[src/rtl/ahb_slave_if.sv]
// AHB-Lite slave front end of the AHB-to-APB bridge.
// Qualifies and decodes AHB transfers, hands them to the APB controller
// as a level request, stalls the master until done, and produces the
// two-cycle ERROR response for unmapped or misaligned transfers.
module ahb_slave_if #(
    parameter logic [31:0] BASE0    = 32'h8000_0000,
    parameter logic [31:0] BASE1    = 32'h8400_0000,
    parameter logic [31:0] BASE2    = 32'h8800_0000,
    parameter int unsigned WIN_BITS = 26
) (
    input  logic        Hclk,
    input  logic        Hreset,
    input  logic [1:0]  Htrans,
    input  logic [31:0] Haddr,
    input  logic        Hwrite,
    input  logic [2:0]  Hsize,
    input  logic [31:0] Hwdata,
    input  logic        Hreadyin,
    output logic        Hreadyout,
    output logic [1:0]  Hresp,
    output logic [31:0] Hrdata,
    output logic        req,
    output logic [31:0] req_addr,
    output logic [31:0] req_wdata,
    output logic        req_write,
    output logic [2:0]  req_sel,
    input  logic        done,
    input  logic [31:0] Prdata
);

    typedef enum logic [2:0] {StIdle, StData, StWait, StErr1, StErr2} state_e;

    state_e      state_q, state_d;
    logic [2:0]  sel_dec;
    logic        size_bad;
    logic        xfer_bad;
    logic        accept;
    logic        req_q;
    logic [31:0] addr_q, wdata_q, rdata_q;
    logic        write_q;
    logic [2:0]  sel_q;

    // Htrans[0] only separates IDLE/BUSY and NONSEQ/SEQ, which are treated alike
    logic unused_trans;
    assign unused_trans = Htrans[0];

    // Window decode: one select per peripheral, compared on the bits above the window
    always_comb begin
        sel_dec = 3'b000;
        if (Haddr[31:WIN_BITS] == BASE0[31:WIN_BITS]) sel_dec[0] = 1'b1;
        if (Haddr[31:WIN_BITS] == BASE1[31:WIN_BITS]) sel_dec[1] = 1'b1;
        if (Haddr[31:WIN_BITS] == BASE2[31:WIN_BITS]) sel_dec[2] = 1'b1;
    end

    // Size / alignment check
    always_comb begin
        size_bad = 1'b0;
        case (Hsize)
            3'b000:  size_bad = 1'b0;
            3'b001:  size_bad = Haddr[0];
            3'b010:  size_bad = |Haddr[1:0];
            default: size_bad = 1'b1;
        endcase
    end

    assign xfer_bad = size_bad | (sel_dec == 3'b000);
    assign accept   = Hreadyin & Hreadyout & Htrans[1] & (state_q == StIdle);

    // Next-state logic and state-decoded bus outputs
    always_comb begin
        state_d   = state_q;
        Hreadyout = 1'b1;
        Hresp     = 2'b00;
        unique case (state_q)
            StIdle: begin
                if (accept) state_d = xfer_bad ? StErr1 : StData;
            end
            StData: begin
                Hreadyout = 1'b0;
                state_d   = StWait;
            end
            StWait: begin
                Hreadyout = 1'b0;
                if (done) state_d = StIdle;
            end
            StErr1: begin
                Hreadyout = 1'b0;
                Hresp     = 2'b01;
                state_d   = StErr2;
            end
            StErr2: begin
                Hresp   = 2'b01;
                state_d = StIdle;
            end
            default: state_d = StIdle;
        endcase
    end

    // State register
    always_ff @(posedge Hclk) begin
        if (Hreset) state_q <= StIdle;
        else        state_q <= state_d;
    end

    // Request datapath: latch on accept, capture write data in DATA, return read data on done
    always_ff @(posedge Hclk) begin
        if (Hreset) begin
            req_q   <= 1'b0;
            addr_q  <= '0;
            wdata_q <= '0;
            write_q <= 1'b0;
            sel_q   <= 3'b000;
            rdata_q <= '0;
        end else begin
            if (accept && !xfer_bad) begin
                addr_q  <= Haddr;
                write_q <= Hwrite;
                sel_q   <= sel_dec;
            end
            if (state_q == StData) begin
                wdata_q <= Hwdata;
                req_q   <= 1'b1;
            end
            // done only counts once the request is actually up
            if (state_q == StWait && done) begin
                req_q <= 1'b0;
                if (!write_q) rdata_q <= Prdata;
            end
        end
    end

    assign req       = req_q;
    assign req_addr  = addr_q;
    assign req_wdata = wdata_q;
    assign req_write = write_q;
    assign req_sel   = sel_q;
    assign Hrdata    = rdata_q;

endmodule

[config.mk]
export PLATFORM = sky130hd
export DESIGN_NAME = ahb_slave_if
export DESIGN_NICKNAME = d
export VERILOG_FILES = /design/src/rtl/ahb_slave_if.sv
export SDC_FILE = /design/constraint.sdc
export NUM_CORES = 1
export LEC_CHECK = 0
export BUFFER_PORTS_ARGS = -buffer_cell sky130_fd_sc_hd__buf_2
export CAP_MARGIN = 20
export CORE_ASPECT_RATIO = 0.9
export CORE_MARGIN = 4
export CORE_UTILIZATION = 48
export CTS_CLUSTER_DIAMETER = 60
export DETAILED_ROUTE_END_ITERATION = 12
export PLACE_DENSITY = 0.88
export SLEW_MARGIN = 20
export SYNTH_ARGS = -nofsm -noshare
export SYNTH_HDL_FRONTEND = slang
export SYNTH_SLANG_ARGS = --single-unit
[constraint.sdc]
create_clock -name Hclk -period 3.8 [get_ports Hclk]
set_clock_uncertainty 0.1 [all_clocks]
set_input_delay 0.19 -clock Hclk [delete_from_list [all_inputs] [get_ports Hclk]]
set_output_delay 0.19 -clock Hclk [all_outputs]
set_load 0.02 [all_outputs]
# Word-level counts from Yosys, hierarchy flattened
# Index checks and enable logic that the tools add are counted.
dict set report word_totals {
  wordCells 45
  in_bits 106
  regBits 104
}
dict set report op_classes {
  eq_ne 11
  mux 10
  n_reduce_logical 12
  n_bitwise 5
}
# op n
set ops {}
lappend ops {{$eq A6 B6 Y1 const B} 3}
lappend ops {{$pmux W3 S4} 1}
lappend ops {{$eq A3 B2 Y1 const B} 3}
lappend ops {{$logic_not A3 Y1} 3}
lappend ops {{$eq A3 B1 Y1 const B} 2}
lappend ops {{$mux W3} 2}
lappend ops {{$reduce_or A2 Y1} 3}
lappend ops {{$mux W1} 5}
lappend ops {{$ne A2 B2 Y1 const B} 2}
lappend ops {{$reduce_and A2 Y1} 2}
lappend ops {{$and A1 B1 Y1} 3}
lappend ops {{$eq A3 B3 Y1 const B} 1}
lappend ops {{$pmux W1 S3} 1}
lappend ops {{$reduce_or A3 Y1} 1}
lappend ops {{$logic_and A1 B1 Y1} 2}
lappend ops {{$mux W2} 1}
lappend ops {{$logic_not A1 Y1} 1}
lappend ops {{$not A1 Y1} 1}
lappend ops {{$or A1 B1 Y1} 1}

# Logic depth before layout (Yosys ltp)
dict set report logic_depth {
  depth_word 8
  ltp_mapped 7
  depth_no_buf 4
}

# Worst setup path before layout
# No wires, ideal clock.
dict set report synth_timing {
  path_kind {register to register}
  from {register state_q[2]}
  to {register sel_q[0], in the netlist req_sel[0]}
  stages_incl_launch_ff 5
  setup_time_ns 0.121
  n_path_buf 1
  period_less_slack_ns 1.813
  path_slack_ns 1.987
  required_time_ns 3.579
  t_arrival_ns 1.592
  cell_sequence {dfxtp_1 -> buf_6 -> or4_4 -> nor3_4 -> mux2_4}
}
dict set report synth_between {
  elab_chain_cells 7
  elab_cells_between_ends 10
}
# item line_no
set synth_rtl {}
lappend synth_rtl {{start, declared} 33} ;# state_e state_q, state_d;
lappend synth_rtl {{start signal, assigned} 101} ;# if (Hreset) state_q <= StIdle;
lappend synth_rtl {{start signal, assigned} 102} ;# else state_q <= state_d;
lappend synth_rtl {{$eq A3 B1 Y1 or $eq A3 B2 Y1 (tied branches)} 74} ;# unique case (state_q)
lappend synth_rtl {{$reduce_or A3 Y1 (no source line)} --}
lappend synth_rtl {{$mux W1} 74}
lappend synth_rtl {{$and A1 B1 Y1 (2 in a row)} 67} ;# assign accept = Hreadyin & Hreadyout & Htrans[1] & (state_q == StIdle);
lappend synth_rtl {{$and A1 B1 Y1 *} 67}
lappend synth_rtl {{$logic_and A1 B1 Y1 *} 115} ;# if (accept && !xfer_bad) begin
lappend synth_rtl {{end signal, assigned} 118} ;# sel_q <= sel_dec;
lappend synth_rtl {{end, declared} 41} ;# logic [2:0] sel_q;
# Every way passes the cells marked *; elsewhere a longest branch is shown, timed or not.
# A chain may end at the register's enable or synchronous reset.

# Final worst setup path
dict set report layout_timing {
  from {input Haddr[1]}
  to {register sel_q[0], in the netlist req_sel[0]}
}
dict set report layout_between {
  elab_chain_cells 5
}
# item line_no
set layout_rtl {}
lappend layout_rtl {{start, declared} 14} ;# input logic [31:0] Haddr,
lappend layout_rtl {{$reduce_or A2 Y1} 61} ;# 3'b010: size_bad = |Haddr[1:0];
lappend layout_rtl {{$pmux W1 S3} 58} ;# case (Hsize)
lappend layout_rtl {{$or A1 B1 Y1} 66} ;# assign xfer_bad = size_bad | (sel_dec == 3'b000);
lappend layout_rtl {{$logic_not A1 Y1} 115}
lappend layout_rtl {{$logic_and A1 B1 Y1} 115}
# Every way passes these cells.

==> flow_summary.yaml <==
sta:
  rsz0062_at_grt: "false"
  hold_violations: 0
  worst_slew_pin_slew_ns: 1.125
  fin_tns_setup_ns: 0
  setup_viol: 0
  period_share_pct: 62.38
  layout_setup_ws_ns: 1.430
  relSlewSlack_pct: 25.02
  slew_violations: 0
  max_freq_mhz: 421.9
  period_needed_ns: 2.370
place:
  portBuffers: 207
  dp_hpwl_mm: 7.898
  placed_cell_area_um2: 4915
  gp_congestion: 0.7976
  place_ws_ns: 1.651
worst_setup_path:
  r2r_end: "req_addr[16]"
  worstPathArrival_ns: 2.51
  critPathLaunchType: "primary input"
  rrSetupSlack_ns: 1.53
  criticalPathCategory: "primary input to register"
  cp_max_fo: 28
  required_ns: 3.94
  cp-end-kind: "register"
  reg2reg_from: "state_q[0]"
  reg2reg_depth: 4
finish:
  area_growth_pct: 52.57
  fin_area_um2: 6006
  drive_gt1_share_pct: 31.63
  finalNetCount: 844
  antenna_cells: 0
drt:
  first_iter_violations: 222
  wl_per_cell_um: 16.44
  ant_nets: 0
  drt_first_pass_iters: 5
  via_per_inst: 5.420
  wirelength_mm: 13.85
  drc: 0
  vias: 4564
power_and_ir_drop:
  fin_total_pwr_mw: 2.149
  p_leak_nw: 2.623
  pwr_density_cell_nw_per_um2: 357.8
  ir_drop_mv: 0.2834
global_routing:
  grt_pass1_vias: 4685
  grt_overflow_total: 0
  grt_pass1_wl_mm: 21.45
  grt.busiest_layer: "met2"
  antenna_found_initial: 0
  grt_use_met2_pct: 48.51
  grt_start_max_net_pins: 104
  grt_use_met1_pct: 29.58
  met3_usage_pct: 8.834
  grt_use_total_pct: 27.71
floorplan:
  die_w_um: 103.5
  start_util_pct: 49.03
  die_area_um2: 9715
  ios: 210
  coreArea_um2: 8029
  rows: 31
  die_y_um: 93.91
yosys:
  netlist_area_um2: 3936
  syn_area_per_cell_um2: 8.269
  yosysSeqAreaShare_pct: 52.89
  yosys_register_bits: 104
  syn-instance-count: 476
  syn_nets: 582
  synth_warnings: 0
  ys_types: 34
clocking:
  cts.clk_slew.worst_paths_ns: 0.10
  numCtsBuffers: 9
  clock-root-buffer: "clkbuf_8"
  htree_num_levels: 3
  cts_sinks: 104
  cts_buffer_depth: 2
  clk_latency_ns: 0.35
  postCtsSetupBuffers: 0
  cts_tree: "done"
worst_hold_path:
  min_to: "Hrdata[0]"
  worstHoldStart: "Prdata[0]"
  hp-class: "primary input to register"
  hold_depth: 3
status:
  status: "complete, no violations"
run:
  maxCapViolCount: 0
-- metal layers --
| metal | vias up | wire length, um | share of wire (%) |
|---|---|---|---|
| met5 | - | 0 | 0 |
| li1 | 2161 | - | - |
| met4 | 0 | 540 | 3.9 |
| met2 | 247 | 7007 | 51 |
| met3 | 58 | 1332 | 9.6 |
| met1 | 2098 | 4965 | 36 |
-- area by class of cell --
type | count | area [um^2]
inverter | 2 | 7.507
clock inverter | 6 | 72.57
timing repair buffer | 297 | 1932
multi-input combinational | 324 | 1650
tap | 99 | 123.9
clock buffer | 10 | 137.6
fill | 544 | 2023
sequential | 104 | 2082
-- worst max-delay path by stage --
stage	startpoint	endpoint	slack, ns
floorplan	state_q[2]	req_sel[0]	1.99
global placement	state_q[0]	req_sel[0]	1.70
detailed placement	state_q[0]	req_sel[0]	1.65
CTS	Haddr[1]	req_sel[0]	1.48
global route	Haddr[1]	req_sel[0]	1.35
finish	Haddr[1]	req_sel[0]	1.43
-- worst max-delay path, stage by stage --
cell and delay, ns:
dlygate4sd3_1 0.54, buf_2 0.13, o21a_1 0.22, o22a_1 0.60, nor3_4 0.50, mux2_4 0.34
-- metrics by stage --
| stage | std cells | hold slack, ns | utilization, % |
|---|---|---|---|
| 5_1_grt | 842 | 0.008912 | 74.80 |
| 4_1_cts | 842 | 0.003199 | 74.68 |
| 2_1_floorplan | 476 | 0.2260 | - |
| 6_report | 842 | 0.01056 | 74.80 |
| 3_3_place_gp | 739 | 0.3295 | 61.21 |
| 3_5_place_dp | 739 | 0.3356 | 61.21 |
-- power breakdown --
group	total, mW	switching, mW	internal [mW]
combinational	0.304	0.165	0.138
sequential	1.13	0.0157	1.11
clock	0.717	0.385	0.331
-- logic make-up (layout without fill, tap and decap cells) --
| kind of cell | after synthesis | after routing | synth area share [%] |
|---|---|---|---|
| buf+inv | 48 | 315 | 5.881 |
| simple gates | 191 | 191 | 21.96 |
| mux | 1 | 1 | 0.3813 |
| flops | 104 | 104 | 52.89 |
| compound gates | 131 | 131 | 18.79 |
| other cells | 1 | 1 | 0.09527 |
-- synthesized netlist by cell type --
cell / count / area (um^2)
buf_2: 8 / 40.04
a211oi_1: 1 / 7.510
or2_2: 1 / 6.260
nand2_1: 137 / 514.2
buf_6: 2 / 22.52
nand4b_1: 1 / 8.760
inv_1: 2 / 7.510
nor2_1: 4 / 15.01
clkbuf_1: 30 / 112.6
nand4_1: 29 / 181.4
a211o_1: 1 / 8.760
conb_1: 1 / 3.750
a21oi_1: 93 / 465.5
nor4b_1: 1 / 8.760
buf_4: 1 / 7.510
nor2b_1: 3 / 18.77
o22a_1: 1 / 8.760
o21a_1: 2 / 15.01
nor3b_1: 3 / 22.52
nor4_1: 1 / 6.260
and4b_1: 1 / 10.01
or3_1: 1 / 6.260
buf_8: 2 / 30.03
or4_4: 1 / 11.26
nor3_4: 1 / 16.27
o22ai_1: 1 / 6.260
nor3_1: 5 / 25.02
buf_1: 3 / 11.26
o31ai_1: 27 / 202.7
o21ai_0: 5 / 25.02
mux2_4: 1 / 15.01
dfxtp_1: 104 / 2082
nand3b_1: 1 / 7.510
and2_1: 1 / 6.260
-- what timing repair did --
action / CTS / global route
gates resized for setup: 0 / 0
hold endpoints to repair: 87 / 0
hold buffers: 87 / 0
-- registers in the layout, indices dropped and copies added (netlist names) --
register,count
Hrdata,32
req,1
req_addr,32
req_sel,3
req_wdata,32
req_write,1
state_q,3
-- cells in the final DEF (no fill, tap or decap), types with 2 or more instances in the layout --
master           n
buf_2          206
nand2_1        137
dfxtp_1        104
a21oi_1         93
dlygate4sd3_1   87
nand4_1         29
o31ai_1         27
clkbuf_8        10
o21ai_0          5
nor2_1           4
nor3_1           4
buf_4            4
nor2b_1          3
nor3b_1          3
inv_6            3
o21a_1           2
inv_1            2
Note: power is estimated with default switching activity, not from simulation.
